`src/rtl/div_pkg.sv`:
```
// Shared types, constants and the per-step helper for the iterative divider.
package div_pkg;

    typedef enum logic [1:0] {
        DIV_OP_DIV  = 2'b00,
        DIV_OP_DIVU = 2'b01,
        DIV_OP_REM  = 2'b10,
        DIV_OP_REMU = 2'b11
    } div_op_e;

    typedef enum logic [2:0] {
        ST_IDLE,
        ST_ITER,
        ST_LAST,
        ST_DONE,
        ST_SPEC
    } div_state_e;

    localparam int unsigned DIV_ITERS     = 16;
    localparam logic [31:0] DIV_ZERO_QUOT = 32'hFFFF_FFFF;
    localparam logic [31:0] DIV_INT_MIN   = 32'h8000_0000;

    typedef struct packed {
        logic [31:0] rem;
        logic [31:0] quo;
    } div_step_t;

    // One restoring step: shift the next dividend bit into the partial
    // remainder and subtract the divisor when it fits.
    function automatic div_step_t div_step(input logic [31:0] rem,
                                           input logic [31:0] quo,
                                           input logic [31:0] dvs);
        logic [32:0] trial;
        div_step_t   res;
        trial   = {rem, quo[31]};
        res.quo = {quo[30:0], 1'b0};
        if (trial >= {1'b0, dvs}) begin
            trial      = trial - {1'b0, dvs};
            res.quo[0] = 1'b1;
        end
        res.rem = trial[31:0];
        return res;
    endfunction

endpackage

```
`src/rtl/div_ctrl_long_div.sv`:
```
// Radix-4 (2 bits/cycle) restoring divider core on magnitudes, with sign
// fix-up applied on the final strobe. Datapath registers are not reset.
module long_div
    import div_pkg::*;
(
    input  logic        clk,
    input  logic        d_init,
    input  logic        e_advance,
    input  logic        e_last,
    input  logic        unsign,
    input  logic [31:0] a,
    input  logic [31:0] b,
    output logic [31:0] quot,
    output logic [31:0] remd
);

    logic [31:0] rem_q, rem_d;
    logic [31:0] dq_q, dq_d;
    logic [31:0] dvs_q, dvs_d;
    logic        negq_q, negq_d;
    logic        negr_q, negr_d;
    logic [31:0] quot_q, quot_d;
    logic [31:0] remd_q, remd_d;

    logic        a_neg;
    logic        b_neg;
    div_step_t   s1;
    div_step_t   s2;

    assign a_neg = ~unsign & a[31];
    assign b_neg = ~unsign & b[31];

    // Load magnitudes, retire two quotient bits per advance, fix signs on last.
    always_comb begin
        rem_d  = rem_q;
        dq_d   = dq_q;
        dvs_d  = dvs_q;
        negq_d = negq_q;
        negr_d = negr_q;
        quot_d = quot_q;
        remd_d = remd_q;
        s1     = div_step(rem_q, dq_q, dvs_q);
        s2     = div_step(s1.rem, s1.quo, dvs_q);
        if (d_init) begin
            rem_d  = '0;
            dq_d   = a_neg ? -a : a;
            dvs_d  = b_neg ? -b : b;
            negq_d = a_neg ^ b_neg;
            negr_d = a_neg;
        end else if (e_advance) begin
            rem_d = s2.rem;
            dq_d  = s2.quo;
        end else if (e_last) begin
            quot_d = negq_q ? -dq_q : dq_q;
            remd_d = negr_q ? -rem_q : rem_q;
        end
    end

    // Datapath registers; the next d_init reinitialises them.
    always_ff @(posedge clk) begin
        rem_q  <= rem_d;
        dq_q   <= dq_d;
        dvs_q  <= dvs_d;
        negq_q <= negq_d;
        negr_q <= negr_d;
        quot_q <= quot_d;
        remd_q <= remd_d;
    end

    assign quot = quot_q;
    assign remd = remd_q;

endmodule

```
`src/rtl/div_ctrl.sv`:
```
// Sequencing controller for long_div: handshakes, special cases, flush.
module div_ctrl
    import div_pkg::*;
#(
    parameter int unsigned ITERS = DIV_ITERS
) (
    input  logic        clk,
    input  logic        rst_n,
    input  logic        in_valid,
    output logic        in_ready,
    input  logic [1:0]  in_op,
    input  logic [31:0] in_a,
    input  logic [31:0] in_b,
    input  logic        kill,
    output logic        out_valid,
    input  logic        out_ready,
    output logic [31:0] out_result,
    output logic        busy
);

    localparam logic [3:0] CNT_LAST = 4'(ITERS - 1);

    div_state_e  state_q, state_d;
    logic [3:0]  cnt_q, cnt_d;
    div_op_e     op_q, op_d;
    logic [31:0] spec_q, spec_d;

    logic        d_init;
    logic        e_advance;
    logic        e_last;
    logic [31:0] quot;
    logic [31:0] remd;
    logic        op_is_rem;

    assign op_is_rem = (op_q == DIV_OP_REM) || (op_q == DIV_OP_REMU);

    long_div u_long_div (
        .clk       (clk),
        .d_init    (d_init),
        .e_advance (e_advance),
        .e_last    (e_last),
        .unsign    (in_op[0]),
        .a         (in_a),
        .b         (in_b),
        .quot      (quot),
        .remd      (remd)
    );

    // Next-state, core strobes and handshake outputs.
    always_comb begin
        state_d    = state_q;
        cnt_d      = cnt_q;
        op_d       = op_q;
        spec_d     = spec_q;
        in_ready   = 1'b0;
        out_valid  = 1'b0;
        out_result = '0;
        d_init     = 1'b0;
        e_advance  = 1'b0;
        e_last     = 1'b0;
        case (state_q)
            ST_IDLE: begin
                in_ready = ~kill;
                if (in_valid && !kill) begin
                    op_d = div_op_e'(in_op);
                    if (in_b == '0) begin
                        state_d = ST_SPEC;
                        spec_d  = in_op[1] ? in_a : DIV_ZERO_QUOT;
                    end else if (!in_op[0] && in_a == DIV_INT_MIN && in_b == '1) begin
                        state_d = ST_SPEC;
                        spec_d  = in_op[1] ? '0 : DIV_INT_MIN;
                    end else begin
                        d_init  = 1'b1;
                        cnt_d   = '0;
                        state_d = ST_ITER;
                    end
                end
            end
            ST_ITER: begin
                e_advance = 1'b1;
                cnt_d     = cnt_q + 4'd1;
                if (cnt_q == CNT_LAST) begin
                    state_d = ST_LAST;
                end
            end
            ST_LAST: begin
                e_last  = 1'b1;
                state_d = ST_DONE;
            end
            ST_DONE: begin
                out_valid  = 1'b1;
                out_result = op_is_rem ? remd : quot;
                if (out_ready) begin
                    state_d = ST_IDLE;
                end
            end
            ST_SPEC: begin
                out_valid  = 1'b1;
                out_result = spec_q;
                if (out_ready) begin
                    state_d = ST_IDLE;
                end
            end
            default: state_d = ST_IDLE;
        endcase
        if (kill) begin
            state_d   = ST_IDLE;
            d_init    = 1'b0;
            e_advance = 1'b0;
            e_last    = 1'b0;
        end
    end

    // Control registers with asynchronous active-low reset.
    always_ff @(posedge clk or negedge rst_n) begin
        if (!rst_n) begin
            state_q <= ST_IDLE;
            cnt_q   <= '0;
            op_q    <= DIV_OP_DIV;
            spec_q  <= '0;
        end else begin
            state_q <= state_d;
            cnt_q   <= cnt_d;
            op_q    <= op_d;
            spec_q  <= spec_d;
        end
    end

    assign busy = (state_q != ST_IDLE);

endmodule

```
`config.mk`:
```
export PLATFORM = sky130hd
export DESIGN_NAME = div_ctrl
export DESIGN_NICKNAME = d
export VERILOG_FILES = /design/src/rtl/div_pkg.sv /design/src/rtl/div_ctrl_long_div.sv /design/src/rtl/div_ctrl.sv
export SDC_FILE = /design/constraint.sdc
export NUM_CORES = 1
export LEC_CHECK = 0
export ABC_AREA = 1
export BUFFER_PORTS_ARGS = -buffer_cell sky130_fd_sc_hd__buf_2
export CAP_MARGIN = 30
export CORE_ASPECT_RATIO = 1.4
export CORE_MARGIN = 8
export CORE_UTILIZATION = 60
export DETAILED_ROUTE_END_ITERATION = 12
export PLACE_DENSITY_LB_ADDON = 0.05
export SLEW_MARGIN = 20
export SYNTH_ARGS = -nofsm -noshare
export SYNTH_HDL_FRONTEND = slang
export SYNTH_SLANG_ARGS = --single-unit
```
`constraint.sdc`:
```
create_clock -name clk -period 17.1 [get_ports clk]
set_input_delay 2.565 -clock clk [delete_from_list [all_inputs] [get_ports clk]]
set_output_delay 2.565 -clock clk [all_outputs]
set_load 0.02 [all_outputs]
```
* Word level (Yosys, flattened, before mapping)
Cells that the tools add are included.
Word-level totals: bits in registers 203, input port bits 71, logic and storage cells 98
Cells by class: add/sub/neg operators 7, order comparisons 2, equality and inequality tests 15, multiplexer cells 38, bitwise operators 7, reductions and logical operators 18
Operators by type and width (number):
- $mux 32 | 13
- $neg 32->32 | 4
- $ge 33x32->1 | 2
- $eq 32x32->1 const B | 2
- $pmux 32 s2 | 1
- $sub 32x32->32 | 2
- $logic_not 32->1 | 1
- $mux 3 | 6
- $mux 1 | 13
- $mux 4 | 3
- $pmux 3 s4 | 1
- $reduce_and 3->1 | 3
- $pmux 4 s2 | 1
- $eq 3x2->1 const B | 2
- $ne 2x2->1 const B | 3
- $ne 3x3->1 const B | 2
- $reduce_bool 2->1 | 3
- $add 4x1->4 const B | 1
- $eq 2x2->1 const B | 2
- $eq 4x4->1 const B | 1
- $not 1->1 | 4
- $reduce_and 4->1 | 1
- $eq 3x1->1 const B | 1
- $eq 3x3->1 const B | 1
- other kinds (10) | 14

* Depth between registers and ports, before layout
Gate-level depths: netlist of run 1.
word-level depth 10, mapped depth 32, gate-level depth less buffers 31

* By module
A second synthesis of run 1 with hierarchy kept.
Second synthesis, totals: cells, all modules 2363, area total of the unflattened synthesis 16316.9 um^2
Modules (own cells, without submodules):
- long_div | instances 1, cells each 1920, area each 13496.7 um^2, sequential area each 4544.4 um^2
- div_ctrl | instances 1, cells each 443, area each 2820.2 um^2, sequential area each 1001.0 um^2

* Worst setup path before layout of run 1
Ideal clock, no wire load.
path kind input-to-reg, from in kill, to reg state_q[0], setup time 114 ps, arrival 9371 ps, data required time 16986 ps, path slack 7615 ps, cell stages on the path 3, buffers on the path 0, cells stage by stage nor4_1 > nor2_1 > a22oi_1
Between the ends: cells in the longest elaborated chain, start to end 4, elaborated cells on any way between the ends 7
Ends and longest elaborated chain:
- start: declaration | RTL line div_ctrl.sv:14 | input logic kill,
- $logic_not 1->1 | RTL line div_ctrl.sv:64 | if (in_valid && !kill) begin
- $logic_and 1x1->1 | RTL line div_ctrl.sv:64
- $ne 3x3->1 (no source line)
- $reduce_and 3->1 (no source line)
- end signal: assignment | RTL line div_ctrl.sv:122 | state_q <= state_d;
- end: declaration | RTL line div_ctrl.sv:23 | div_state_e state_q, state_d;
Several ways; a longest one is shown, not always the timed one. A chain may end at the register's enable or synchronous reset.

* Final worst setup path of run 1
from reg u_long_div.dvs_q[25], to reg u_long_div.dq_q[0] (data pin)
Between the ends: cells in the longest elaborated chain, start to end 6, elaborated cells on any way between the ends 7
Ends and longest elaborated chain:
- start: declaration | RTL line div_ctrl_long_div.sv:19 | logic [31:0] dvs_q, dvs_d;
- start signal: assignment | RTL line div_ctrl_long_div.sv:63 | dvs_q <= dvs_d;
- $sub 32x32->32 or $ge 33x32->1 (tied branches) | RTL line div_pkg.sv:38, div_pkg.sv:37
- $mux 32 | RTL line div_pkg.sv:37 | if (trial >= {1'b0, dvs}) begin
- $ge 33x32->1 (*) | RTL line div_pkg.sv:37
- $mux 1 (*) | RTL line div_pkg.sv:37
- $mux 32 (*) | RTL line div_ctrl_long_div.sv:50 | end else if (e_advance) begin
- $mux 32 (*) | RTL line div_ctrl_long_div.sv:44 | if (d_init) begin
- net u_long_div.dq_d[0] | RTL line div_ctrl_long_div.sv:18 | logic [31:0] dq_q, dq_d;
- end signal: assignment | RTL line div_ctrl_long_div.sv:62 | dq_q <= dq_d;
- end: declaration | RTL line div_ctrl_long_div.sv:18
Mark *: on every way through the listed nets, which the timed path passes. The rest lies on a longest branch. The select of a mux whose other input is x is not followed.

==> results of run 1 <==
worst min-delay path, cell delays in order (launching register included):
cell,delay (ns)
dfrtp_1,0.35
nand2_1,0.05
o21ai_1,0.06
state kept, by name, indices dropped and copies added (netlist names):
name               flops
u_long_div.dvs_q      32
u_long_div.negq_q      1
cnt_q                  4
spec_q                32
u_long_div.negr_q      1
op_q                   1
u_long_div.dq_q       32
u_long_div.rem_q      32
u_long_div.remd       32
u_long_div.quot       32
state_q                3
per-layer routing:
layer  vias to the layer above  share of wire (%)
met5                         -                  0
met4                         0                6.3
met3                       154                7.0
met2                       680                 50
met1                      7467                 37
li1                       7789                  -
cell usage after synthesis (all sizes together), types with 37 or more instances:
cell type,n
edfxtp,130
dfrtp,40
nor3,40
nand2,590
xor2,106
clkbuf,41
o31ai,37
nand3,227
nor2,311
ha,70
o21ai,147
inv,325
a21oi,68
xnor2,49
cell type report:
class	instances	area, µm²	area share (%)
inverter	326	1220	6.88
clock buffer	26	544	3.06
tap	365	457	2.57
multi-input combinational	1746	9210	51.7
clock inverter	12	109	0.612
sequential	202	5550	31.2
timing repair buffer	124	709	3.99
through the flow:
stage	hold slack (ns)	setup slack, ns	instances	area, µm²
4_1_cts	0.497	11.45	2799	17800
2_1_floorplan	0.450	7.61	2343	16300
3_3_place_gp	0.474	10.31	2758	17100
3_5_place_dp	0.481	11.02	2761	17100
6_report	0.493	11.38	2801	17800
5_1_grt	0.518	11.03	2801	17800
worst max path at each step:
stage	from	end	slack [ns]
CTS	kill	in_ready	11.45
global route	u_long_div.dvs_q[24]	u_long_div.dq_q[0]	11.03
finish	u_long_div.dvs_q[25]	u_long_div.dq_q[0]	11.38
global placement	in_a[0]	u_long_div.dq_q[28]	10.31
detailed placement	in_a[0]	u_long_div.dq_q[28]	11.02
floorplan	kill	state_q[0]	7.61
power by group:
part | total, mW | switching (mW) | leakage [nW] | internal [mW]
clock | 0.447 | 0.202 | 0.306 | 0.245
sequential | 0.839 | 0.0888 | 2.04 | 0.751
combinational | 1.31 | 0.920 | 6.50 | 0.390
total | 2.60 | 1.21 | 8.84 | 1.39
cells by family (layout without fill, tap and decap cells):
logic type / after synthesis / count (layout) / share of synthesized area (%)
DFF: 202 / 202 / 34.0
xor gates and xnor gates: 155 / 155 / 8.32
and+or+nand+nor: 1227 / 1227 / 32.2
buffers and inverters: 395 / 488 / 9.67
adders and majority gates: 72 / 72 / 5.62
AOI/OAI and AO/OA: 292 / 292 / 10.2
==> flow_summary.toml, run 1 <==
[status]
status = "complete, no violations"

[placed_design]
post-dp-hpwl_um = 42200
gp_congestion = 1.02
port_buffers = 105

[synth]
syn_inst = 2343
synthFlopType = "edfxtp_1"
ys_async_sr_fraction_pct = 19.8
syn_area_um2 = 16300
synth_cell_types = 54
synth_area_leaders = "edfxtp_1, nand2_1, inv_1, nor2_1, nand3_1"
synth-edff-count = 130
ys_ff_latch = 202
synth_warnings = 0
syn_nets = 2486
yosysTopAreaCell = "edfxtp_1"
synth_area_per_cell_um2 = 6.96
yosysSeqAreaShare_pct = 34.0
synth_top_area_share_pct = 23.9

[worst_setup_path]
critPathCaptureType = "register"
r2r_slack_ns = 11.38
worst_path_most_repeated_cell = "nand2_1"
worstPathArrival_ns = 5.98
crit_path_max_incr_delay_ns = 0.47
critPathLaunchType = "register"
crit-reg2reg-launch = "u_long_div.dvs_q[25]"
r2r-end = "u_long_div.dq_q[0]"
critPathKind = "reg2reg"
worst-path-buf-inv = 6
worst_path_max_delay_cell = "nand3_4"
path_depth = 26
reg2regPathDepth = 26
cp_max_fo = 51
cp.required_ns = 17.36
path_delay_family = "simple AND/OR/NAND/NOR gates"

[global_routing]
top_usage_layer = "met2"
grt_pass1_wl_um = 82900
track_usage_pct = 32.1
met3_usage_pct = 3.67
use_met1_pct = 35.8
gr-usage-met2_pct = 57.7
overflow = 0
grt_pass1_vias = 15700
antenna_found_initial = 0
grt_max_degree = 98

[sta]
slew_viol_final = 0
hold_violations = 0
min_period_over_period_pct = 33.4
timing.slew.headroom_pct = 43.4
max_clock_freq_mhz = 175
finalSetupViolCount = 0
tns_ns = 0
clock-skew-final_ns = 0.0201
worst_slew_pin_slew_ns = 0.847
rsz0062_at_grt = "no"
fin_crit_ns = 5.72

[cts]
cts_sinks = 202
cts_buffers = 21
clock-root-buffer = "clkbuf_16"
cts_resized = 0
cts_setup_buffers = 0
cts_hold_buffers = 0
tritoncts = "yes"
clockBufferDepth = 3
clk_pin_slew_worst_paths_ns = 0.07
clock_latency_ns = 0.52
cts.htree.levels = 1

[die]
fp.dieW_um = 155
num_rows = 71
core_um2 = 26800
start_util_pct = 60.8
die_h_um = 211
dieArea_um2 = 32800
ioPinCount = 106

[power]
ir_worst_vdd_uv = 85.5
p_leak_nw = 8.84
powerDensity_nw_per_um2 = 146
power_mw = 2.60

[routing]
via_count = 16100
drtPass1Iterations = 5
route.detailed.drc = 0
avgViaCountPerCell = 5.74
drt_wl_total_um = 53300
ant_nets = 0
wl_per_cell_um = 19.0
drtIter0Drc = 1360

[finish]
drive_gt1_share_pct = 8.66
final_common_cell = "nand2_1"
nFillCells = 2522
antenna_cells = 0
layout.nets = 2564
fin_util_pct = 66.3
area_delta_synth_final_pct = 9.11
final_cell_mix = "nand2_1, inv_1, nor2_1"

[hold_path]
hold_path.class = "reg2reg"
hold_depth = 2
min_from = "spec_q[25]"
hold_end = "spec_q[25]"

[job]
cap_viol_max_count = 0
No activity file was read; power rests on OpenSTA's default activity.
==> run 2, diff against run 1 <==
==> constraint.sdc (replaced) <==
create_clock -name clk -period 5.9 [get_ports clk]
set_input_delay 0.885 -clock clk [delete_from_list [all_inputs] [get_ports clk]]
set_output_delay 0.885 -clock clk [all_outputs]
set_load 0.02 [all_outputs]
==> flow_summary.toml, run 2 (synthesis gave the netlist of run 1 again) <==
[status]
status = "complete, no violations"

[cts]
tritoncts = "yes"
cts_setup_buffers = 0
clock-root-buffer = "clkbuf_16"
cts_sinks = 202
clockBufferDepth = 3
cts_buffers = 22
clk_pin_slew_worst_paths_ns = 0.06
cts.htree.levels = 1
cts_resized = 0
cts_hold_buffers = 0
clock_latency_ns = 0.53

[routing]
drtPass1Iterations = 9
drtIter0Drc = 1533
via_count = 16700
ant_nets = 0
route.detailed.drc = 0
wl_per_cell_um = 20.8
drt_wl_total_um = 58400
avgViaCountPerCell = 5.93

[sta]
fin_hold_ws_ns = 0.281
slew_viol_final = 0
timing.slew.headroom_pct = 37.3
clock-skew-final_ns = 0.0178
worst_slew_pin_slew_ns = 0.939
hold_violations = 0
max_clock_freq_mhz = 190
rsz0062_at_grt = "no"
min_period_over_period_pct = 89.1
tns_ns = 0
finalSetupViolCount = 0
fin_crit_ns = 5.25

[die]
fp.dieW_um = 155
die_h_um = 211
start_util_pct = 60.8
core_um2 = 26800
ioPinCount = 106
dieArea_um2 = 32800
num_rows = 71

[worst_setup_path]
critPathLaunchType = "register"
startpoint = "u_long_div.rem_q[7]"
r2r-end = "u_long_div.rem_q[29]"
r2r_slack_ns = 0.65
critPathKind = "reg2reg"
crit-reg2reg-launch = "u_long_div.rem_q[7]"
cp_max_fo = 33
reg2regPathDepth = 23
worstPathArrival_ns = 5.66
critPathCaptureType = "register"
setup.worst_path.end = "u_long_div.rem_q[29]"
cp.required_ns = 6.31

[power]
powerDensity_nw_per_um2 = 434
p_leak_nw = 8.94
ir_worst_vdd_uv = 252

[finish]
area_delta_synth_final_pct = 10.2
final_common_cell = "nand2_1"
drive_gt1_share_pct = 9.07
final_cell_mix = "nand2_1, inv_1, nor2_1"
instances_no_fill = 2812
antenna_cells = 0
layout.nets = 2574

[global_routing]
overflow = 0
grt_max_degree = 74
grt_pass1_vias = 16800
grt_pass1_wl_um = 88400
antenna_found_initial = 0
track_usage_pct = 34.7

[placed_design]
post-dp-hpwl_um = 45100
port_buffers = 105
gp_congestion = 1.09
placed_cells = 2772

[job]
cap_viol_max_count = 0

[hold_path]
hold_path.class = "in2async"
run 2: changes by cell type in the layout (fill, tap and decap cells not counted), moves of 2 or more:
| cell | delta |
|---|---|
| clkbuf_16 | +2 |
| buf_4 | +10 |
| clkbuf_8 | +2 |
| clkinvlp_4 | -2 |
run 2: worst max-delay path, cell delays in order, from the launching register on:
cell     delay [ns]
dfxtp_1        0.53
ha_1           0.37
nand2_1        0.18
inv_2          0.07
a21oi_2        0.18
nand3_1        0.17
nand2_1        0.14
nand3_2        0.13
nand2_2        0.12
nand2_2        0.16
buf_12         0.22
o21ai_0        0.35
inv_1          0.09
ha_1           0.37
nand2_1        0.13
nor2_1         0.32
nand2_1        0.15
o21ai_0        0.61
nand3_1        0.17
nand2_1        0.18
xnor2_1        0.23
nand2_1        0.11
nand3_1        0.09
nand2_1        0.06
run 2: routing by layer:
layer	global-route usage (%)	part of all wire, %
met2	61.2	49
met3	4.87	8.5
met1	37.1	34
met4	26.0	7.7
met5	0	0
run 2: how the worst min path moves through the flow:
stage	end	slack [ns]	cells after the start
after floorplan	u_long_div.quot[0]	0.45	0
after global placement	spec_q[0]	0.47	2
after detailed placement	spec_q[0]	0.47	2
after CTS	spec_q[3]	0.28	1
after global routing	spec_q[6]	0.29	1
final	spec_q[6]	0.28	1
run 2: final cells by class:
class	count	area, µm²
Clock buffer	29	618
Multi-Input combinational cell	1746	9220
Clock inverter	11	120
Fill cell	2377	8860
Sequential cell	202	5550
Inverter	326	1220
Tap cell	365	457
Timing Repair Buffer	133	788
run 2: stage by stage:
stage	total power [mW]	cell area [µm²]	utilization (%)	setup WS, ns
2_1_floorplan	5.05	16300	-	0.891
3_3_place_gp	6.11	17200	64.0	0.904
3_5_place_dp	6.24	17200	64.2	0.871
4_1_cts	7.69	18000	67.0	0.845
5_1_grt	8.19	18000	67.0	0.442
6_report	7.80	18000	67.0	0.645
run 2: where the power goes:
part / switching, mW / leakage (nW) / internal, mW / total, mW
logic: 2.79 / 6.55 / 1.14 / 3.93
clock network: 0.602 / 0.358 / 0.832 / 1.43
registers: 0.264 / 2.04 / 2.17 / 2.44
total: 3.66 / 8.94 / 4.15 / 7.80
==> run 3, diff against run 2 <==
--- a/config.mk
+++ b/config.mk
@@ -11,6 +11,7 @@
 export CORE_ASPECT_RATIO = 1.4
 export CORE_MARGIN = 8
 export CORE_UTILIZATION = 60
+export CTS_BUF_LIST = sky130_fd_sc_hd__clkbuf_8
 export DETAILED_ROUTE_END_ITERATION = 12
 export PLACE_DENSITY_LB_ADDON = 0.05
 export SLEW_MARGIN = 20
==> flow_summary.toml, run 3 (synthesis gave the netlist of run 1 again) <==
[placed_design]
post-dp-hpwl_um = 45100
gp_congestion = 1.09
placed_area_um2 = 17200
placed_cells = 2772
port_buffers = 105

[routing]
via_count = 16700
drtIter0Drc = 1355
wl_per_cell_um = 20.4
route.detailed.drc = 0
drt_wl_total_um = 57800
drtPass1Iterations = 6
ant_nets = 0
avgViaCountPerCell = 5.87

[hold_path]
hold_path.class = "in2async"

[global_routing]
overflow = 0
grt_pass1_wl_um = 87700
antenna_found_initial = 0
grt_pass1_vias = 16700
grt_max_degree = 74
track_usage_pct = 34.5

[cts]
cts_sinks = 202
cts_setup_buffers = 0
tritoncts = "yes"
clockBufferDepth = 3
clk_pin_slew_worst_paths_ns = 0.07
cts_resized = 0
clock_latency_ns = 0.57
clock-root-buffer = "clkbuf_8"
cts_hold_buffers = 0
cts_buffers = 34
cts.htree.levels = 2

[power]
p_sw_share_pct = 48.0
power.switching_mw = 3.64
powerDensity_nw_per_um2 = 423
p_int_mw = 3.93
power.share.sequential_pct = 32.2
power_mw = 7.57
ir_worst_vdd_uv = 331
p_leak_nw = 8.96
combPwrFrac_pct = 51.6
clkPwrFrac_pct = 16.2

[finish]
area_delta_synth_final_pct = 9.65
regArea_um2 = 5550
instances_no_fill = 2835
layout.nets = 2587
multi_input_area_um2 = 9220
final_cell_mix = "nand2_1, inv_1, nor2_1"
nFillCells = 2404
antenna_cells = 0
drive_gt1_share_pct = 9.43
final_common_cell = "nand2_1"
finalInstanceArea_um2 = 17900

[worst_setup_path]
critPathKind = "reg2reg"
critPathCaptureType = "register"
cp_max_fo = 33
worstPathArrival_ns = 5.72
critPathLaunchType = "register"
cp.required_ns = 6.36

[sta]
clock-skew-final_ns = 0.0358
min_period_over_period_pct = 89.2
max_clock_freq_mhz = 190
worst_slew_pin_slew_ns = 0.779
fin_crit_ns = 5.26
tns_ns = 0
rsz0062_at_grt = "no"
hold_violations = 0
slew_viol_final = 0
timing.slew.headroom_pct = 48.1
fin_hold_ws_ns = 0.242
finalSetupViolCount = 0

[die]
ioPinCount = 106
start_util_pct = 60.8
fp.dieW_um = 155
die_h_um = 211
num_rows = 71
core_um2 = 26800
dieArea_um2 = 32800

[job]
cap_viol_max_count = 0

[status]
status = "complete, no violations"
[run 3: changes by cell type in the layout (fill, tap and decap cells not counted), moves of 2 or more]
cell and change:
clkbuf_1 -4, inv_1 +10, clkbuf_16 -23, clkbuf_8 +34, clkinv_1 +6, clkinv_2 +2
[run 3: final timing paths]
check / from / end / slack (ns) / depth (start not counted)
max in group asynchronous: rst_n / cnt_q[2] / 5.12 / 2
hold reg to reg: spec_q[0] / spec_q[0] / 0.49 / 2
hold / removal: rst_n / spec_q[7] / 0.24 / 1
min in group clk: spec_q[0] / spec_q[0] / 0.49 / 2
setup / recovery: u_long_div.rem_q[7] / u_long_div.rem_q[29] / 0.64 / 23
setup reg to reg: u_long_div.rem_q[7] / u_long_div.rem_q[29] / 0.64 / 23
[run 3: final cells by class]
cell class / count / share of cell area (%)
inverter: 326 / 6.84
clock buffer: 36 / 2.77
tap: 365 / 2.55
multi-input combinational: 1746 / 51.5
sequential: 202 / 31.0
clock inverter: 26 / 0.805
timing repair buffer: 134 / 4.49
[run 3: routing by layer]
metal	up-vias	part of all wire, %	GRT usage (%)
met5	-	0	0
met4	0	8.0	26.7
met3	235	7.8	6.10
met2	918	49	60.3
met1	7659	35	36.3
li1	7842	-	-
[run 3: stage by stage]
step	setup WS (ns)	utilization, %
floorplan	0.891	-
global placement	0.904	64.0
detailed placement	0.871	64.2
CTS	0.809	66.6
global route	0.392	66.7
finish	0.639	66.7
[run 3: power by group through the flow]
| stage | registers, mW | logic [mW] | clock network [mW] |
|---|---|---|---|
| 3_5_place_dp | 2.45 | 3.79 | 0 |
| 3_3_place_gp | 2.44 | 3.68 | 0 |
| 5_1_grt | 2.46 | 4.22 | 1.29 |
| 4_1_cts | 2.43 | 3.82 | 1.23 |
| 2_1_floorplan | 2.37 | 2.68 | 0 |
| 6_report | 2.44 | 3.90 | 1.23 |
[run 3: critical path, stage by stage (launching register included)]
cell,delay [ns]
dfxtp_1,0.52
ha_1,0.37
nand2_1,0.19
inv_2,0.08
a21oi_2,0.20
nand3_1,0.18
nand2_1,0.14
nand3_2,0.13
nand2_2,0.12
nand2_2,0.16
buf_12,0.21
o21ai_0,0.35
inv_1,0.09
ha_1,0.38
nand2_1,0.13
nor2_1,0.30
nand2_1,0.15
o21ai_0,0.60
nand3_1,0.17
nand2_1,0.17
xnor2_1,0.22
nand2_1,0.10
nand3_1,0.09
nand2_1,0.06
